`src/rtl/captura_clave_teclado_pkg.sv`:
```
// Shared definitions for the PIN capture stage: key codes and FSM state encoding.
package captura_clave_teclado_pkg;

    localparam logic [3:0] TECLA_BORRAR = 4'hA;
    localparam logic [3:0] TECLA_ENTER  = 4'hB;

    typedef enum logic [1:0] {
        INACTIVO = 2'd0,
        ESPERA   = 2'd1,
        CAPTURA  = 2'd2,
        COMPLETO = 2'd3
    } estado_t;

    function automatic logic es_digito(input logic [3:0] codigo);
        return codigo <= 4'd9;
    endfunction

endpackage

```
`src/rtl/captura_clave_teclado_detector_flanco.sv`:
```
// Rising-edge detector: one pulse per low-to-high transition of a held level.
module detector_flanco (
    input  logic clock,
    input  logic reset,
    input  logic in,
    output logic pulso
);

    logic prev_q;

    always_ff @(posedge clock or negedge reset) begin
        if (!reset) prev_q <= 1'b0;
        else        prev_q <= in;
    end

    assign pulso = in & ~prev_q;

endmodule

```
`src/rtl/captura_clave_teclado.sv`:
```
// Keypad PIN capture: buffers BCD digits, submits on ENTER, drops the entry on
// inactivity, disable or bloqueo.
module captura_clave_teclado
    import captura_clave_teclado_pkg::*;
#(
    parameter int NUM_DIGITOS    = 4,
    parameter int TIMEOUT_CICLOS = 5000,
    parameter int ANCHO_TIMEOUT  = 13
) (
    input  logic                               clock,
    input  logic                               reset,
    input  logic                               sensor_llegada_vehiculo,
    input  logic                               bloqueo,
    input  logic                               tecla_valida,
    input  logic [3:0]                         tecla_codigo,
    output logic [4*NUM_DIGITOS-1:0]           clave_ingresada,
    output logic                               clave_valida,
    output logic [$clog2(NUM_DIGITOS+1)-1:0]   digitos_ingresados,
    output logic                               error_formato,
    output logic                               error_timeout
);

    localparam int ANCHO_BUF = 4 * NUM_DIGITOS;
    localparam int ANCHO_CNT = $clog2(NUM_DIGITOS + 1);
    localparam logic [ANCHO_CNT-1:0]     CNT_MAX   = ANCHO_CNT'(NUM_DIGITOS);
    localparam logic [ANCHO_TIMEOUT-1:0] TIMER_FIN = ANCHO_TIMEOUT'(TIMEOUT_CICLOS - 1);

    estado_t                  estado_q, estado_d;
    logic [ANCHO_BUF-1:0]     buffer_q, buffer_d;
    logic [ANCHO_BUF-1:0]     clave_q, clave_d;
    logic [ANCHO_CNT-1:0]     cnt_q, cnt_d;
    logic [ANCHO_TIMEOUT-1:0] timer_q, timer_d;
    logic                     valida_q, valida_d;
    logic                     fmt_q, fmt_d;
    logic                     to_q, to_d;
    logic                     evento;

    detector_flanco u_flanco (
        .clock (clock),
        .reset (reset),
        .in    (tecla_valida),
        .pulso (evento)
    );

    always_comb begin
        estado_d = estado_q;
        buffer_d = buffer_q;
        clave_d  = clave_q;
        cnt_d    = cnt_q;
        timer_d  = timer_q;
        valida_d = 1'b0;
        fmt_d    = 1'b0;
        to_d     = 1'b0;

        if (!sensor_llegada_vehiculo || bloqueo) begin
            estado_d = INACTIVO;
            buffer_d = '0;
            cnt_d    = '0;
            timer_d  = '0;
        end else if (estado_q == INACTIVO) begin
            // Keys arriving on the enabling cycle are dropped.
            estado_d = ESPERA;
        end else if (estado_q != ESPERA && timer_q == TIMER_FIN) begin
            to_d     = 1'b1;
            buffer_d = '0;
            cnt_d    = '0;
            timer_d  = '0;
            estado_d = ESPERA;
        end else begin
            if (estado_q != ESPERA) timer_d = timer_q + 1'b1;
            if (evento) begin
                if (es_digito(tecla_codigo)) begin
                    if (cnt_q != CNT_MAX) begin
                        buffer_d = {buffer_q[ANCHO_BUF-5:0], tecla_codigo};
                        cnt_d    = cnt_q + 1'b1;
                        timer_d  = '0;
                        estado_d = (cnt_d == CNT_MAX) ? COMPLETO : CAPTURA;
                    end
                end else if (tecla_codigo == TECLA_BORRAR) begin
                    buffer_d = '0;
                    cnt_d    = '0;
                    timer_d  = '0;
                    estado_d = ESPERA;
                end else if (tecla_codigo == TECLA_ENTER) begin
                    if (cnt_q == CNT_MAX) begin
                        clave_d  = buffer_q;
                        valida_d = 1'b1;
                    end else begin
                        fmt_d = 1'b1;
                    end
                    buffer_d = '0;
                    cnt_d    = '0;
                    timer_d  = '0;
                    estado_d = ESPERA;
                end
            end
        end
    end

    always_ff @(posedge clock or negedge reset) begin
        if (!reset) begin
            estado_q <= INACTIVO;
            buffer_q <= '0;
            clave_q  <= '0;
            cnt_q    <= '0;
            timer_q  <= '0;
            valida_q <= 1'b0;
            fmt_q    <= 1'b0;
            to_q     <= 1'b0;
        end else begin
            estado_q <= estado_d;
            buffer_q <= buffer_d;
            clave_q  <= clave_d;
            cnt_q    <= cnt_d;
            timer_q  <= timer_d;
            valida_q <= valida_d;
            fmt_q    <= fmt_d;
            to_q     <= to_d;
        end
    end

    assign clave_ingresada    = clave_q;
    assign clave_valida       = valida_q;
    assign digitos_ingresados = cnt_q;
    assign error_formato      = fmt_q;
    assign error_timeout      = to_q;

endmodule

```
`config.mk`:
```
export PLATFORM = sky130hd
export DESIGN_NAME = captura_clave_teclado
export DESIGN_NICKNAME = d
export VERILOG_FILES = /design/src/rtl/captura_clave_teclado_pkg.sv /design/src/rtl/captura_clave_teclado_detector_flanco.sv /design/src/rtl/captura_clave_teclado.sv
export SDC_FILE = /design/constraint.sdc
export NUM_CORES = 1
export LEC_CHECK = 0
export CAP_MARGIN = 40
export CORE_MARGIN = 5
export CORE_UTILIZATION = 30
export CTS_CLUSTER_SIZE = 40
export DETAILED_ROUTE_END_ITERATION = 8
export MAX_ROUTING_LAYER = met4
export PLACE_DENSITY_LB_ADDON = 0.25
export RECOVER_POWER = 50
export SYNTH_ARGS = -nofsm -noshare
export SYNTH_HDL_FRONTEND = slang
export SYNTH_SLANG_ARGS = --single-unit
export TNS_END_PERCENT = 1
```
`constraint.sdc`:
```
create_clock -name clock -period 4.6 [get_ports clock]
set_clock_uncertainty 0.2 [all_clocks]
set_input_delay 0.46 -clock clock [delete_from_list [all_inputs] [get_ports clock]]
set_output_delay 0.46 -clock clock [all_outputs]
set_load 0.1 [all_outputs]
```
==> flow_results.org, run 1 <==
** GRT
- The number of global-route vias before repair is 1716.
- The first global-routing pass estimated 8540 um of wire.
- Pin count of the biggest net entering global routing :: 55
- Number of antenna violations at the first check in global routing :: 0
- Global routing consumed, over all layers together, 10.9% of the routing resources.
- The total overflow left after global routing is 0.

** Worst setup path
- Traced cell by cell, the critical path runs through buf_2 > clkbuf_1.
- On the worst path, the slowest cell contributes a delay of between 2 and 2.5 ns.
- Counting buffers and inverters, the worst setup path is 2 cells deep.
- The slowest stage of the critical path belongs to the cell sky130_fd_sc_hd__clkbuf_1.
- In this run the worst path has a maximum fanout of 54.
- The worst register-to-register path begins at estado_q[1].
- Crit path capture type :: async pin
- Required time worst endpoint :: 4.20 ns
- Startpoint type of the worst setup path :: input port
- STA puts the critical path data arrival time at 2.57 ns.
- The endpoint identified for the worst register-to-register timing path is clave_ingresada[11].
- Across all register-to-register paths, the minimum setup slack is between 1.5 and 2 ns.
- The number of cells on the worst reg-to-reg path is 5.
- Kind of cell with the highest combined delay on the critical path :: buffers and inverters
- Worst setup path category :: input port to async pin
- Together, buffers and inverters on the worst path number 2.

** Synthesis
- Yosys mapped the design onto 39 distinct sky130hd cell types.
- Total nets after synthesis :: 211
- Summing every instance area after synthesis gives approximately 0.0024 mm2.
- Counting flops with an async set or reset pin after synthesis yields a share of 100%.
- Yosys printed 0 warnings.
- The top cell type by area accounts for 56.3% of the synthesized area.
- Top cells by count, synth :: 54 x sky130_fd_sc_hd__dfrtp_1, 19 x sky130_fd_sc_hd__nor2_1, 16 x sky130_fd_sc_hd__a22o_1, 11 x sky130_fd_sc_hd__nand2_1
- Of all cell types, the one taking the most synthesized area is sky130_fd_sc_hd__dfrtp_1.
- The synthesized design contains 54 register bits.
- Synth top area cells :: sky130_fd_sc_hd__dfrtp_1 56%, sky130_fd_sc_hd__mux2_4 6.3%, sky130_fd_sc_hd__a22o_1 5.8%
- Most used flip-flop cell after synthesis :: sky130_fd_sc_hd__dfrtp_1
- Sequential-to-total area share from yosys stat :: roughly 56%
- Number of enable flip-flop cells after synthesis :: 0
- Mean area per synthesized cell :: 12.1 um2
- After technology mapping, the gate count stands at just under 200.
- Yosys instantiated no cell more often than sky130_fd_sc_hd__dfrtp_1.

** Clocking
- The tree is rooted in a sky130_fd_sc_hd__clkbuf_8.
- Count of hold-fix buffers inserted at cts :: 0
- H-tree depth :: 2
- TritonCTS Sinks :: 54
- CTS max path bufs :: 2
- The later pin in the worst-skew pair is clocked with a latency of 0.30 ns.
- Clk pin slew, worst setup/hold paths :: 0.09 ns
- TritonCTS built the clock tree.
- In this run, CTS created clock tree buffers numbering 5.
- Total setup buffers inserted after CTS :: 0
- Post-cts resize count :: 0

** Final layout
- The finished layout holds 355 standard cells, fillers aside.
- Area added between synthesis and finish :: 32.0%
- Net total in the final layout :: 266
- The finished cells cover about 0.0032 mm2.
- Counting the fill cells in the layout gives around 740.
- Of the cells placed in the final design, the portion with a size suffix greater than 1 is 17.8%.
- Count of antenna diodes in the layout :: 0
- Final core area utilization :: 40.8%

** Hold path
- Endpoint of the worst hold path :: clave_ingresada[0]
- Along the worst hold path, the cell count comes to 1.
- The tightest min-delay check is of the flip-flop to flip-flop type.
- The startpoint identified for the worst hold timing path is clave_ingresada[0].

** STA
- Setup repair after global routing left no endpoint under its margin.
- The smallest clock period supported by the final layout is computed as 2.98 ns.
- Setup violators final :: 0
- At the pin with the least slew margin, the transition time is 2.86 ns.
- Setup total negative slack :: 0 ns
- The count of final max-slew check failures is 55.
- Measured against its own limit, the worst slew margin works out to -90.4%.
- The final hold violation count is 0.
- The worst path uses 64.8% of the clock period.
- Maximum clock frequency :: 336 MHz
- Worst path setup slack after routing :: 1.62 ns

** Power
- Cell area power density :: 265 mW/mm2
- Sw Pwr :: 188 uW
- Sequential cells account for 57.0% of the total power.
- Internal power comes to about 650 uW.
- Switching share of power :: 22.4%
- Per report_power, the clock group accounts for between 30% and 40% of the total.
- The worst-case IR drop observed on VDD is about 0.00016 V.
- Leakage dissipation :: 0.00138 uW
- Combinational logic burns 5.7% of the power.

** Place
- Placed inst area :: 0.00313 mm2
- Placed cells :: 348
- Port bufs :: 30
- At the end of routability-driven placement, the weighted congestion stood at 0.839.
- Timing analysis after detailed placement gives a worst setup slack of 1.66 ns.
- Sum of net half-perimeters after detailed placement :: 3410 um

** Die
- Die Y-Extent :: 99.4 um
- Die area :: 0.00989 mm2
- In this run the horizontal extent of the chip is a little under 100 um.
- Initial core utilization :: a little under a third
- In this run the standard cell core region covers a little under 0.008 mm2.
- During I/O placement, the number of pins put on the boundary was 31.
- Row count :: 32

** Job
- Max-cap violations in this run came to 1.

** Detailed routing
- First-pass iteration count of the detailed router :: 4
- After detailed routing, the average wire length per cell comes to 13.6 um.
- For this run, design rule violations remaining after detail routing come to 0.
- Starting DRC count in detailed routing :: 113
- Routed Wire Length :: just under 5000 um
- Avg Vias per Cell :: 4.67
- Across all layers, the routed design uses 1658 vias.
- Antenna-violating nets left :: 0

** Status
- The run finished, with violations left.
- Violated checks :: capacitance limit, slew limit
[state kept, by name, indices dropped and copies added, names as in the netlist]
signal and cells:
timer_q 13, clave_ingresada 16, error_formato 1, digitos_ingresados 3, u_flanco.prev_q 1, clave_valida 1
error_timeout 1, buffer_q 16, estado_q 2
[per-stage QoR]
stage / power, uW / hold slack (ns)
after floorplan: 510 / -0.0356
after global placement: 536 / 0.292
after detailed placement: 537 / 0.293
after CTS: 853 / 0.106
after global routing: 877 / 0.334
final: 839 / 0.314
[power by group through the flow]
stage                     registers, uW  logic (uW)  clock network [uW]
after detailed placement            488        49.4                   0
final                               478        48.0                 312
after global placement              488        48.6                   0
after floorplan                     489        20.8                   0
after CTS                           478        49.7                 324
after global routing                479        54.3                 344
[cell usage in the layout (no fill, tap or decap), types with 8 or more instances in the layout]
| cell type | Yosys | final |
|---|---|---|
| sky130_fd_sc_hd__dfrtp_1 | 54 | 54 |
| sky130_fd_sc_hd__clkdlybuf4s50_1 | 0 | 28 |
| sky130_fd_sc_hd__nor2_1 | 19 | 19 |
| sky130_fd_sc_hd__a22o_1 | 16 | 16 |
| sky130_fd_sc_hd__buf_8 | 0 | 16 |
| sky130_fd_sc_hd__nand2_1 | 11 | 11 |
| sky130_fd_sc_hd__xnor2_1 | 10 | 10 |
| sky130_fd_sc_hd__mux2_4 | 10 | 10 |
| sky130_fd_sc_hd__nand3_1 | 8 | 8 |
[layer usage]
metal | vias to the layer above | GRT usage, % | routed length [um]
li1 | 824 | - | -
met2 | 31 | 16.9 | 2340
met4 | 0 | 2.84 | 40
met5 | - | - | 0
met3 | 4 | 2.31 | 185
met1 | 799 | 14.4 | 2270
[how the worst max path moves through the flow]
stage | start | endpoint | slack (ns)
floorplan | digitos_ingresados[0] | buffer_q[10] | 1.54
global placement | tecla_codigo[3] | digitos_ingresados[0] | 1.40
detailed placement | tecla_codigo[3] | clave_ingresada[7] | 1.66
CTS | estado_q[1] | clave_ingresada[7] | 1.88
global route | reset | estado_q[0] | 0.87
finish | reset | timer_q[3] | 1.62
[cells by family (layout without fill, tap and decap cells)]
logic type / Yosys count / after routing / synth area share, %
AND/OR/NAND/NOR: 66 / 66 / 14.3
flip-flops: 54 / 54 / 56.3
adder cells (fa/ha/maj): 4 / 4 / 2.09
multiplexers: 17 / 17 / 9.54
AO/OA/AOI/OAI: 33 / 33 / 11.2
buffers and inverters: 14 / 69 / 2.92
XOR/XNOR: 10 / 10 / 3.65
[layout make-up]
| cell class | instances | area [um2] | share of cell area, % |
|---|---|---|---|
| Clock buffer | 5 | 68.8 | 2.17 |
| Clock inverter | 2 | 38.8 | 1.22 |
| Inverter | 7 | 26.3 | 0.829 |
| Multi-Input combinational cell | 130 | 978 | 30.9 |
| Sequential cell | 54 | 1350 | 42.7 |
| Tap cell | 102 | 128 | 4.03 |
| Timing Repair Buffer | 55 | 577 | 18.2 |
Note: power is estimated with default switching activity, not from simulation.
==> run 2, diff against run 1 <==
clock period = 2.5 ns   (was 4.6 ns; I/O delays follow)
==> flow_results.org, run 2 (synthesis results as in run 1) <==
** Detailed routing
- First-pass iteration count of the detailed router :: 5
- The first routing iteration left 58 violations.
- Antenna-violating nets left :: 0
- Routed Wire Length :: 5090 um
- Using the TritonRoute via totals, the vias-per-cell ratio works out to between 4 and 5.
- Via count :: 1671
- After detailed routing, the number of remaining DRC violations is 0.
- Average wire length per cell after detail routing :: 14.5 um

** Die
- Initial core utilization :: a little under a third
- The die covers 0.00989 mm2.
- Width of the die :: 99.4 um
- Row count :: 32
- From bottom edge to top edge, the die measures 99.4 um.
- Core box area :: 0.00777 mm2
- Number of primary I/O pins :: 31

** Worst setup path
- Data arrives at the worst endpoint at 2.44 ns.
- Startpoint type of the worst setup path :: flip-flop
- Highest cell delay on the worst timing path :: 0.71 ns
- The worst setup path is captured at a flip-flop.
- Of all nets on the critical path, the largest fanout is 16.
- Required time worst endpoint :: between 2 and 3 ns
- Walking the worst path, the cells encountered are ha_1 > and4_1 > a41o_1 > or4_4 > mux2_4.
- Worst setup path category :: flip-flop to flip-flop
- On the critical path, the stage with the largest delay is an instance of sky130_fd_sc_hd__or4_4.

** STA
- Maximum clock frequency :: 411 MHz
- Setup repair after global routing left no endpoint under its margin.
- Endpoints failing hold :: 0
- Worst slew pin tran :: roughly 1.4 ns
- Headroom to the max-slew limit came out at about 3.5%.
- Max Transition Viols Final :: 0
- Worst hold-check slack :: 0.317 ns
- Tmin final :: between 2 and 2.5 ns
- Setup violations remaining at the end of the flow were counted as 0.
- Tcrit/Tclk final :: 97.4%
- In the final timing run, aggregate negative setup slack is 0 ns.

** Hold path
- Classification of the worst-slack hold path :: flip-flop to flip-flop

** Place
- After legalization and detailed placement, the total HPWL measured between 3000 and 4000 um.
- Port bufs :: 30
- In this run the cell area measured after placement is 0.00291 mm2.
- RD Place Congestion :: 0.793

** Clocking
- Once the clock tree was built, the setup fixing pass inserted 0 buffers.
- The later pin in the worst-skew pair is clocked with a latency of about 0.31 ns.
- TritonCTS built the clock tree.
- CTS max path bufs :: 2
- Post-cts resize count :: 0
- TritonCTS created 5 clock buffers.
- TritonCTS Sinks :: 54
- After clock tree synthesis, the clock-pin slew on the worst setup and hold paths is around 0.1 ns.
- Clock root cell :: sky130_fd_sc_hd__clkbuf_8
- The H-tree was split into 2 levels.

** Final layout
- Most frequent cells in the layout :: 52 x sky130_fd_sc_hd__dfrtp_1, 33 x sky130_fd_sc_hd__buf_4, 18 x sky130_fd_sc_hd__nor2_1, 16 x sky130_fd_sc_hd__a22o_1, 11 x sky130_fd_sc_hd__nand2_1
- Share of post-route cells with drive strength above 1 :: 25.2%
- Leaving out fill and tap cells, the most frequent cell in the layout is sky130_fd_sc_hd__dfrtp_1.
- From synthesis to final layout, the design area changed by 24.9%.
- At the end of the flow, the number of nets in the layout was approximately 260.
- Count of antenna diodes in the layout :: 0
- Summing all non-filler instances in the final layout gives an area of between 0.002 and 0.003 mm2.

** GRT
- The total overflow left after global routing is 0.
- The number of global-route vias before repair was ~1.7k.
- The first global-routing pass estimated 8600 um of wire.
- Pin count of the biggest net entering global routing :: 31
- Number of antenna violations at the first check in global routing :: 0
- Global-route usage over all layers :: 11.1%

** Power
- VDD IR max :: 0.000348 V
- Cell area power density :: 531 mW/mm2
- In this run the static leakage power is 0.00136 uW.

** Job
- Number of max-capacitance violations reported :: 0

** Status
- Run status :: complete, no violations
run 2: area by class of cell:
type / count / area, um2
Fill cell: 800 / 4770
Sequential cell: 54 / 1360
Clock buffer: 6 / 72.6
Inverter: 7 / 26.3
Multi-Input combinational cell: 130 / 992
Timing Repair Buffer: 51 / 382
Clock inverter: 2 / 38.8
Tap cell: 102 / 128
run 2: path summary, 6_finish.rpt:
| check | start | to | slack [ns] | cells past startpoint |
|---|---|---|---|---|
| max in group asynchronous | reset | digitos_ingresados[1] | 0.48 | 2 |
| worst max register to register | timer_q[1] | clave_ingresada[7] | 0.07 | 5 |
| min in group asynchronous | reset | buffer_q[9] | 0.60 | 2 |
| worst max-delay path | timer_q[1] | clave_ingresada[7] | 0.07 | 5 |
| worst min-delay path | buffer_q[13] | buffer_q[13] | 0.32 | 1 |
| worst min register to register | buffer_q[13] | buffer_q[13] | 0.32 | 1 |
run 2: through the flow:
step           cells  util (%)  power, uW  setup slack (ns)
3_3_place_gp     343      37.4       1010           -0.0249
3_5_place_dp     343      37.4       1010           -0.0518
2_1_floorplan    198         -        940            0.0241
4_1_cts          352      39.0       1620            0.0410
6_report         352      38.6       1590            0.0653
5_1_grt          352      38.6       1660           0.00449
run 2: routing by layer:
metal  global-route usage [%]  up-vias  part of all wire, %
li1                         -      818                    -
met1                     14.7      808                   47
met3                     2.38        9                  4.7
met5                        -        -                    0
met4                     3.47        0                  1.2
met2                     17.1       36                   47
run 2: power breakdown:
group	total (uW)	switching, uW	internal (uW)	leakage (uW)
clock network	600	299	301	0.0000554
logic	113	69.6	43.5	0.000558
registers	879	2.01	877	0.000747
total	1590	371	1220	0.00136
run 2: what timing repair did:
item | 4_1_cts | 5_1_grt
endpoints found under the hold margin | 24 | 0
endpoints found under the setup margin | 0 | 2
hold buffers | 1 | 0
run 2: critical path, delay by kind of cell, from the launching register on:
kind,cells,cell delay (ns)
multiplexers,1,0.35
AND/OR/NAND/NOR,2,0.90
AO/OA/AOI/OAI,1,0.27
adder cells (fa/ha/maj),1,0.20
flip-flops,1,0.41
==> run 3, diff against run 2 <==
CTS_CLUSTER_DIAMETER = 80   (was default)
SLEW_MARGIN = 30   (was default)
==> results of run 3 <==
The final DEF is identical to that of run 2; final timing and power are the same.
